[src/rtl/collision_pair_sequencer_if.sv]
// Colliding-pair stream from the sequencer FIFO head to the collision-response stage.
interface collision_pair_sequencer_if #(
   parameter int IDX_W = 4
);
   logic             pair_valid;
   logic             pair_ready;
   logic [IDX_W-1:0] pair_a;
   logic [IDX_W-1:0] pair_b;

   modport master (output pair_valid, output pair_a, output pair_b, input pair_ready);
   modport slave  (input pair_valid, input pair_a, input pair_b, output pair_ready);
endinterface

[src/rtl/collision_pair_sequencer.sv]
// Narrow-phase sweep over all object pairs (i<j), feeding a combinational detector and queueing hits.
// Optional macro STATIC_SKIP_EN: pairs whose objects both have zero velocity are not evaluated.
module collision_pair_sequencer #(
   parameter  int MAX_OBJS   = 16,
   parameter  int FIFO_DEPTH = 8,
   localparam int IDX_W      = $clog2(MAX_OBJS)
) (
   input  logic                       clk_i,
   input  logic                       rst_ni,
   input  logic                       start_i,
   input  logic        [IDX_W:0]      num_objs_i,
   output logic        [IDX_W-1:0]    obj_addr_o,
   input  logic        [207:0]        obj_rdata_i,
   output logic signed [7:0]          widthA_o,
   output logic signed [7:0]          heightA_o,
   output logic signed [31:0]         posA_x_o,
   output logic signed [31:0]         posA_y_o,
   output logic signed [31:0]         velA_x_o,
   output logic signed [31:0]         velA_y_o,
   output logic signed [15:0]         uA_x_o,
   output logic signed [15:0]         uA_y_o,
   output logic signed [15:0]         vA_x_o,
   output logic signed [15:0]         vA_y_o,
   output logic signed [7:0]          widthB_o,
   output logic signed [7:0]          heightB_o,
   output logic signed [31:0]         posB_x_o,
   output logic signed [31:0]         posB_y_o,
   output logic signed [31:0]         velB_x_o,
   output logic signed [31:0]         velB_y_o,
   output logic signed [15:0]         uB_x_o,
   output logic signed [15:0]         uB_y_o,
   output logic signed [15:0]         vB_x_o,
   output logic signed [15:0]         vB_y_o,
   input  logic                       is_collision_i,
   collision_pair_sequencer_if.master pair_if,
   output logic                       busy_o,
   output logic                       done_o,
   output logic        [15:0]         collision_count_o
);

   localparam int REC_W = 208;
   localparam int PTR_W = $clog2(FIFO_DEPTH);
   localparam int CNT_W = PTR_W + 1;

   localparam logic [IDX_W-1:0] IDX_ONE  = IDX_W'(1);
   localparam logic [IDX_W:0]   N_TWO    = (IDX_W+1)'(2);
   localparam logic [IDX_W:0]   N_MAX    = (IDX_W+1)'(MAX_OBJS);
   localparam logic [IDX_W+1:0] EXT_ONE  = (IDX_W+2)'(1);
   localparam logic [IDX_W+1:0] EXT_TWO  = (IDX_W+2)'(2);
   localparam logic [PTR_W-1:0] PTR_ONE  = PTR_W'(1);
   localparam logic [CNT_W-1:0] CNT_ONE  = CNT_W'(1);
   localparam logic [CNT_W-1:0] FULL_LVL = CNT_W'(FIFO_DEPTH);

   typedef enum logic [2:0] {
      S_IDLE,
      S_RD_A,
      S_LD_A,
      S_RD_B,
      S_LD_B,
      S_EVAL,
      S_PUSH,
      S_DONE
   } state_t;

   state_t               state_q, state_d;
   logic [IDX_W:0]       n_q, n_d;
   logic [IDX_W-1:0]     i_q, i_d;
   logic [IDX_W-1:0]     j_q, j_d;
   logic [IDX_W-1:0]     addr_q, addr_d;
   logic [REC_W-1:0]     opa_q, opa_d;
   logic [REC_W-1:0]     opb_q, opb_d;
   logic [15:0]          count_q, count_d;

   logic [2*IDX_W-1:0]   fifo_mem [FIFO_DEPTH];
   logic [PTR_W-1:0]     wr_ptr_q, rd_ptr_q;
   logic [CNT_W-1:0]     fill_q, fill_d;
   logic                 fifo_full;
   logic                 push;
   logic                 pop;
   logic                 advance;
   logic                 more_j;
   logic                 more_i;
   logic [IDX_W:0]       n_req;

   function automatic logic [IDX_W:0] clamp_count(input logic [IDX_W:0] req);
      logic [IDX_W:0] res;
      res = (req > N_MAX) ? N_MAX : req;
      return res;
   endfunction

   function automatic logic [15:0] sat_inc16(input logic [15:0] val);
      logic [15:0] res;
      res = (val == 16'hFFFF) ? val : val + 16'd1;
      return res;
   endfunction

`ifdef STATIC_SKIP_EN
   function automatic logic is_static(input logic [REC_W-1:0] rec);
      return rec[127:64] == 64'd0;
   endfunction
`endif

   assign n_req  = clamp_count(num_objs_i);
   // j+1 < n and i+2 < n, widened so MAX_OBJS itself is representable.
   assign more_j = ({2'b00, j_q} + EXT_ONE) < {1'b0, n_q};
   assign more_i = ({2'b00, i_q} + EXT_TWO) < {1'b0, n_q};

   always_ff @(posedge clk_i or negedge rst_ni) begin
      if (!rst_ni) begin
         state_q <= S_IDLE;
         n_q     <= '0;
         i_q     <= '0;
         j_q     <= '0;
         addr_q  <= '0;
         opa_q   <= '0;
         opb_q   <= '0;
         count_q <= '0;
      end else begin
         state_q <= state_d;
         n_q     <= n_d;
         i_q     <= i_d;
         j_q     <= j_d;
         addr_q  <= addr_d;
         opa_q   <= opa_d;
         opb_q   <= opb_d;
         count_q <= count_d;
      end
   end

   always_comb begin
      state_d = state_q;
      n_d     = n_q;
      i_d     = i_q;
      j_d     = j_q;
      addr_d  = addr_q;
      opa_d   = opa_q;
      opb_d   = opb_q;
      count_d = count_q;
      push    = 1'b0;
      advance = 1'b0;

      case (state_q)
         S_IDLE: begin
            if (start_i) begin
               n_d     = n_req;
               i_d     = '0;
               count_d = '0;
               if (n_req < N_TWO) begin
                  state_d = S_DONE;
               end else begin
                  addr_d  = '0;
                  state_d = S_RD_A;
               end
            end
         end
         S_RD_A: state_d = S_LD_A;
         S_LD_A: begin
            opa_d   = obj_rdata_i;
            j_d     = i_q + IDX_ONE;
            addr_d  = i_q + IDX_ONE;
            state_d = S_RD_B;
         end
         S_RD_B: state_d = S_LD_B;
         S_LD_B: begin
            opb_d = obj_rdata_i;
`ifdef STATIC_SKIP_EN
            if (is_static(opa_q) && is_static(obj_rdata_i)) begin
               advance = 1'b1;
            end else begin
               state_d = S_EVAL;
            end
`else
            state_d = S_EVAL;
`endif
         end
         S_EVAL: begin
            if (is_collision_i) begin
               state_d = S_PUSH;
            end else begin
               advance = 1'b1;
            end
         end
         S_PUSH: begin
            // A full FIFO parks the FSM here with operands and indices untouched.
            if (!fifo_full) begin
               push    = 1'b1;
               count_d = sat_inc16(count_q);
               advance = 1'b1;
            end
         end
         S_DONE:  state_d = S_IDLE;
         default: state_d = S_IDLE;
      endcase

      if (advance) begin
         if (more_j) begin
            j_d     = j_q + IDX_ONE;
            addr_d  = j_q + IDX_ONE;
            state_d = S_RD_B;
         end else if (more_i) begin
            i_d     = i_q + IDX_ONE;
            addr_d  = i_q + IDX_ONE;
            state_d = S_RD_A;
         end else begin
            state_d = S_DONE;
         end
      end
   end

   // Pair FIFO: a push against a full FIFO waits a cycle even if a pop happens now.
   assign fifo_full          = (fill_q == FULL_LVL);
   assign pair_if.pair_valid = (fill_q != '0);
   assign pop                = pair_if.pair_valid && pair_if.pair_ready;
   assign {pair_if.pair_a, pair_if.pair_b} = fifo_mem[rd_ptr_q];

   always_comb begin
      fill_d = fill_q;
      case ({push, pop})
         2'b10:   fill_d = fill_q + CNT_ONE;
         2'b01:   fill_d = fill_q - CNT_ONE;
         default: fill_d = fill_q;
      endcase
   end

   always_ff @(posedge clk_i or negedge rst_ni) begin
      if (!rst_ni) begin
         wr_ptr_q <= '0;
         rd_ptr_q <= '0;
         fill_q   <= '0;
      end else begin
         fill_q <= fill_d;
         if (push) wr_ptr_q <= wr_ptr_q + PTR_ONE;
         if (pop)  rd_ptr_q <= rd_ptr_q + PTR_ONE;
      end
   end

   always_ff @(posedge clk_i) begin
      if (push) fifo_mem[wr_ptr_q] <= {i_q, j_q};
   end

   assign obj_addr_o        = addr_q;
   assign busy_o            = (state_q != S_IDLE);
   assign done_o            = (state_q == S_DONE);
   assign collision_count_o = count_q;

   assign widthA_o  = opa_q[207:200];
   assign heightA_o = opa_q[199:192];
   assign posA_x_o  = opa_q[191:160];
   assign posA_y_o  = opa_q[159:128];
   assign velA_x_o  = opa_q[127:96];
   assign velA_y_o  = opa_q[95:64];
   assign uA_x_o    = opa_q[63:48];
   assign uA_y_o    = opa_q[47:32];
   assign vA_x_o    = opa_q[31:16];
   assign vA_y_o    = opa_q[15:0];

   assign widthB_o  = opb_q[207:200];
   assign heightB_o = opb_q[199:192];
   assign posB_x_o  = opb_q[191:160];
   assign posB_y_o  = opb_q[159:128];
   assign velB_x_o  = opb_q[127:96];
   assign velB_y_o  = opb_q[95:64];
   assign uB_x_o    = opb_q[63:48];
   assign uB_y_o    = opb_q[47:32];
   assign vB_x_o    = opb_q[31:16];
   assign vB_y_o    = opb_q[15:0];

endmodule

[src/flat_wrapper.sv]
// flat-port wrapper written by rule: the top's interface ports become plain ports
module collision_pair_sequencer_flat 
#(
   parameter  int MAX_OBJS   = 16,
   parameter  int FIFO_DEPTH = 8,
   localparam int IDX_W      = $clog2(MAX_OBJS)
)
  (clk_i, rst_ni, start_i, num_objs_i, obj_addr_o, obj_rdata_i, widthA_o, heightA_o, posA_x_o, posA_y_o, velA_x_o, velA_y_o, uA_x_o, uA_y_o, vA_x_o, vA_y_o, widthB_o, heightB_o, posB_x_o, posB_y_o, velB_x_o, velB_y_o, uB_x_o, uB_y_o, vB_x_o, vB_y_o, is_collision_i, busy_o, done_o, collision_count_o, pair_if_pair_valid, pair_if_pair_a, pair_if_pair_b, pair_if_pair_ready);
  collision_pair_sequencer_if #(.IDX_W(($clog2(MAX_OBJS)))) pair_if_i ();
  input  logic clk_i;
  input  logic rst_ni;
  input  logic start_i;
  input  logic        [IDX_W:0] num_objs_i;
  output logic        [IDX_W-1:0] obj_addr_o;
  input  logic        [207:0] obj_rdata_i;
  output logic signed [7:0] widthA_o;
  output logic signed [7:0] heightA_o;
  output logic signed [31:0] posA_x_o;
  output logic signed [31:0] posA_y_o;
  output logic signed [31:0] velA_x_o;
  output logic signed [31:0] velA_y_o;
  output logic signed [15:0] uA_x_o;
  output logic signed [15:0] uA_y_o;
  output logic signed [15:0] vA_x_o;
  output logic signed [15:0] vA_y_o;
  output logic signed [7:0] widthB_o;
  output logic signed [7:0] heightB_o;
  output logic signed [31:0] posB_x_o;
  output logic signed [31:0] posB_y_o;
  output logic signed [31:0] velB_x_o;
  output logic signed [31:0] velB_y_o;
  output logic signed [15:0] uB_x_o;
  output logic signed [15:0] uB_y_o;
  output logic signed [15:0] vB_x_o;
  output logic signed [15:0] vB_y_o;
  input  logic is_collision_i;
  output logic busy_o;
  output logic done_o;
  output logic        [15:0] collision_count_o;
  output wire logic [$bits(pair_if_i.pair_valid)-1:0] pair_if_pair_valid;
  output wire logic [$bits(pair_if_i.pair_a)-1:0] pair_if_pair_a;
  output wire logic [$bits(pair_if_i.pair_b)-1:0] pair_if_pair_b;
  input wire logic [$bits(pair_if_i.pair_ready)-1:0] pair_if_pair_ready;
  assign pair_if_pair_valid = pair_if_i.pair_valid;
  assign pair_if_pair_a = pair_if_i.pair_a;
  assign pair_if_pair_b = pair_if_i.pair_b;
  assign pair_if_i.pair_ready = pair_if_pair_ready;
  collision_pair_sequencer #(.MAX_OBJS(MAX_OBJS), .FIFO_DEPTH(FIFO_DEPTH)) u_core (.clk_i(clk_i), .rst_ni(rst_ni), .start_i(start_i), .num_objs_i(num_objs_i), .obj_addr_o(obj_addr_o), .obj_rdata_i(obj_rdata_i), .widthA_o(widthA_o), .heightA_o(heightA_o), .posA_x_o(posA_x_o), .posA_y_o(posA_y_o), .velA_x_o(velA_x_o), .velA_y_o(velA_y_o), .uA_x_o(uA_x_o), .uA_y_o(uA_y_o), .vA_x_o(vA_x_o), .vA_y_o(vA_y_o), .widthB_o(widthB_o), .heightB_o(heightB_o), .posB_x_o(posB_x_o), .posB_y_o(posB_y_o), .velB_x_o(velB_x_o), .velB_y_o(velB_y_o), .uB_x_o(uB_x_o), .uB_y_o(uB_y_o), .vB_x_o(vB_x_o), .vB_y_o(vB_y_o), .is_collision_i(is_collision_i), .pair_if(pair_if_i), .busy_o(busy_o), .done_o(done_o), .collision_count_o(collision_count_o));
endmodule
[config.mk]
export PLATFORM = sky130hd
export DESIGN_NAME = collision_pair_sequencer_flat
export DESIGN_NICKNAME = d
export VERILOG_FILES = /design/src/rtl/collision_pair_sequencer_if.sv /design/src/rtl/collision_pair_sequencer.sv /design/src/flat_wrapper.sv
export SDC_FILE = /design/constraint.sdc
export NUM_CORES = 1
export LEC_CHECK = 0
export ABC_AREA = 1
export BUFFER_PORTS_ARGS = -buffer_cell sky130_fd_sc_hd__buf_2
export CORE_UTILIZATION = 30
export CTS_CLUSTER_SIZE = 30
export DETAILED_ROUTE_END_ITERATION = 12
export PLACE_DENSITY = 0.51
export SYNTH_ARGS = -nofsm -noshare
export SYNTH_HDL_FRONTEND = slang
export SYNTH_SLANG_ARGS = --single-unit
[constraint.sdc]
create_clock -name clk_i -period 2.85 [get_ports clk_i]
set_input_delay 0.1425 -clock clk_i [delete_from_list [all_inputs] [get_ports clk_i]]
set_output_delay 0.1425 -clock clk_i [all_outputs]
set_load 0.02 [all_outputs]
==> impl_results.md <==
- Final WL: 71.3 mm
- Final Core Density: 43.0%
- Leading area contributor after synthesis: dfrtp_1
- Die area: 0.0714 sq mm
- Tightest Hold Check Type: input port to asynchronous set/reset pin
- Die Wd: 267 um
- DRC: 0
- Area delta synth->final: 40.8%
- Critical path fanouts, max: 13
- Hold-fix buffers at CTS: 220
- Library cells used by synthesis: 35
- Top-count cell post-synth: nand2_1
- Share of power burned in registers: 35.2%
- Critical path data required time: 2.71 ns
- H-Tree Depth: 2
- Cts bufs inserted: 58
- Worst-margin pin slew: 0.905 ns
- Largest net degree at the start of global routing: 185
- Ranking of synthesized cells by area: dfrtp_1, nand2_1, edfxtp_1, o21ai_0, inv_1
- Type of origin of the critical path: register
- Leakage: 15.4 nW
- Flops & latches, synth: 526
- Post-CTS sizing: 0
- Commonest cells post-synth: nand2_1, dfrtp_1, o21ai_0
- Max-slew violation count: 0
- Comb pwr share: 41.4%
- Crit end category: output port
- Mapped Nets: 2402
- NetSw: 15.3 mW
- Overall Global Routing Usage: 19.5%
- Nets: 3288
- Critical Path AT: 2.30 ns
- Initial antenna violation count: 5
- Mean post-synth cell area: 9.74 sq um
- Final min period: 2.44 ns
- Postcts setup bufs: 0
- EDFF count, synth: 64
- Rel. slew slack: 39.6%
- Final HPWL DP: 52.5 mm
- Cell row count: 96
- DR WL/cell: 17.7 um
- Post-Place Cells: 3703
- Grt total ovfl: 0
- Initial core utilization: 30.5%
- Max Clock Skew: 0.0232 ns
- Max-cap violations: 0
- Area after DPL: 0.0253 sq mm
- Clock-pin slew on the worst setup and hold paths: 0.06 ns
- Global-route wire length before repair: 106 mm
- Core ar.: 0.0691 sq mm
- PwrDens: 1210 mW/mm^2
- Status: completed
- CTS tree: built
- RSZ-0062 raised after global routing: false
- P_int: 20.7 mW
- Design Area, Final: 0.0297 sq mm
- Endpoints failing hold: 0
- IO Pins: 665
- Vias in the first global route: 17900
- Synthesis warning total: 0
- Final Cycle Share: 85.8%
- DR iter-0 viols: 1126
- WS Path Type: register to output port
- Max Freq: 409 MHz
- Cells after synthesis: 2166
- Sw Ratio: 42.5%
- Top cell type's share of synthesized area: 54.8%
- CTS Root Cell: clkbuf_16
- Vias per std cell: 4.43
- GP Congestion: 0.853
- Fraction of registers with async set/reset: 87.8%
- IO Port Bufs: 664
- Post-route ant nets: 0
- Total power: 36.0 mW
- Clock Latency Late Sink: 0.61 ns
- Endpoints failing setup: 0
- Clock group share of total power: 23.3%
- Die Ht: 267 um
- Finished Layout Cells: 4034
- Filler cell count: 6719
- DRT Pass-1 Iters: 5
- Clock tree buffer depth: 3
- Post-Synthesis Cell Area: 0.0211 sq mm
- Layout cells sized above 1: 26.8%
- Clk sink count: 526
- Via count: 17900
- Maximum vdd drop: 0.738 mV
- Setup TNS: 0 ns
- Sequential area share after synthesis: 63.9%
- Prevailing post-synth register cell: dfrtp_1
-- logic make-up (layout without fill, tap and decap cells) --
| group | Yosys count | count (layout) | share of synthesized area, % |
|---|---|---|---|
| flip-flops | 526 | 526 | 63.9 |
| XOR/XNOR | 17 | 17 | 0.706 |
| other | 0 | 2 | 0 |
| buffers and inverters | 373 | 1308 | 8.56 |
| AO/OA/AOI/OAI | 503 | 503 | 12.0 |
| adder cells (fa/ha/maj) | 18 | 18 | 1.10 |
| AND/OR/NAND/NOR | 729 | 729 | 13.7 |
-- worst paths after layout --
kind	endpoint	from	depth (start not counted)	slack, ns
max in group asynchronous	u_core.opb_q[79]	rst_ni	4	1.69
setup / recovery	pair_if_pair_b[3]	u_core.rd_ptr_q[0]	7	0.41
min in group clk_i	u_core.state_q[0]	is_collision_i	6	0.11
hold / removal	u_core.opa_q[86]	rst_ni	2	0.08
hold reg to reg	u_core.opb_q[111]	u_core.opb_q[111]	2	0.48
setup reg to reg	u_core.n_q[1]	u_core.state_q[0]	7	0.48
-- power by group through the flow --
stage	clock, mW	combinational [mW]	sequential, mW
floorplan	0	5.47	16.2
CTS	8.65	15.1	12.7
finish	8.40	14.9	12.7
global placement	0	14.6	12.6
detailed placement	0	14.9	12.7
global route	8.95	16.3	13.1
-- metal layers --
metal	share of wire [%]	global-route usage [%]	routed length, um
met1	39	22.6	27600
met5	0.039	0	28
met4	5.1	9.47	3650
met3	6.4	4.82	4570
met2	50	33.5	35400
-- layout by cell type (no fill, tap or decap), types with 16 or more instances in the layout --
cell type	instances
buf_2	663
o21ai_1	128
ha_1	17
nor2_1	83
clkbuf_16	58
nand2_1	571
nand3_1	46
dfrtp_1	462
buf_4	33
edfxtp_1	64
o21ai_0	347
inv_1	261
dlygate4sd3_1	220
a21oi_1	16
-- registers in the layout, indices dropped and copies added (netlist names), 4 cells and up --
name                      flops
u_core.collision_count_o     16
u_core.fifo_mem              64
u_core.fill_q                 4
u_core.i_q                    4
u_core.j_q                    4
u_core.n_q                    5
u_core.obj_addr_o             4
u_core.opa_q                208
u_core.opb_q                208
-- worst max-delay path: stages (launching register included) --
cell and delay, ns:
dfrtp_1 0.37, inv_1 0.26, buf_4 0.26, nor2_1 0.05, o21ai_0 0.16, a21oi_1 0.05
a31oi_1 0.30, buf_2 0.25
-- area by class of cell --
type	instances	area [sq um]	area share [%]
antenna	2	5.00	0.0169
clock buffer	77	1630	5.50
clock inverter	32	538	1.81
inverter	269	1020	3.44
multi-input combinational	1267	5810	19.6
sequential	526	13500	45.4
tap	931	1160	3.92
timing repair buffer	930	6040	20.3
-- through the flow --
step                      setup slack, ns  hold WS (ns)
after CTS                           0.338        0.0518
after global placement              0.522         0.163
after global routing                0.151         0.107
after floorplan                     0.664        -0.153
final                               0.406        0.0791
after detailed placement            0.501         0.164
Power figures use the tool's default switching activity.
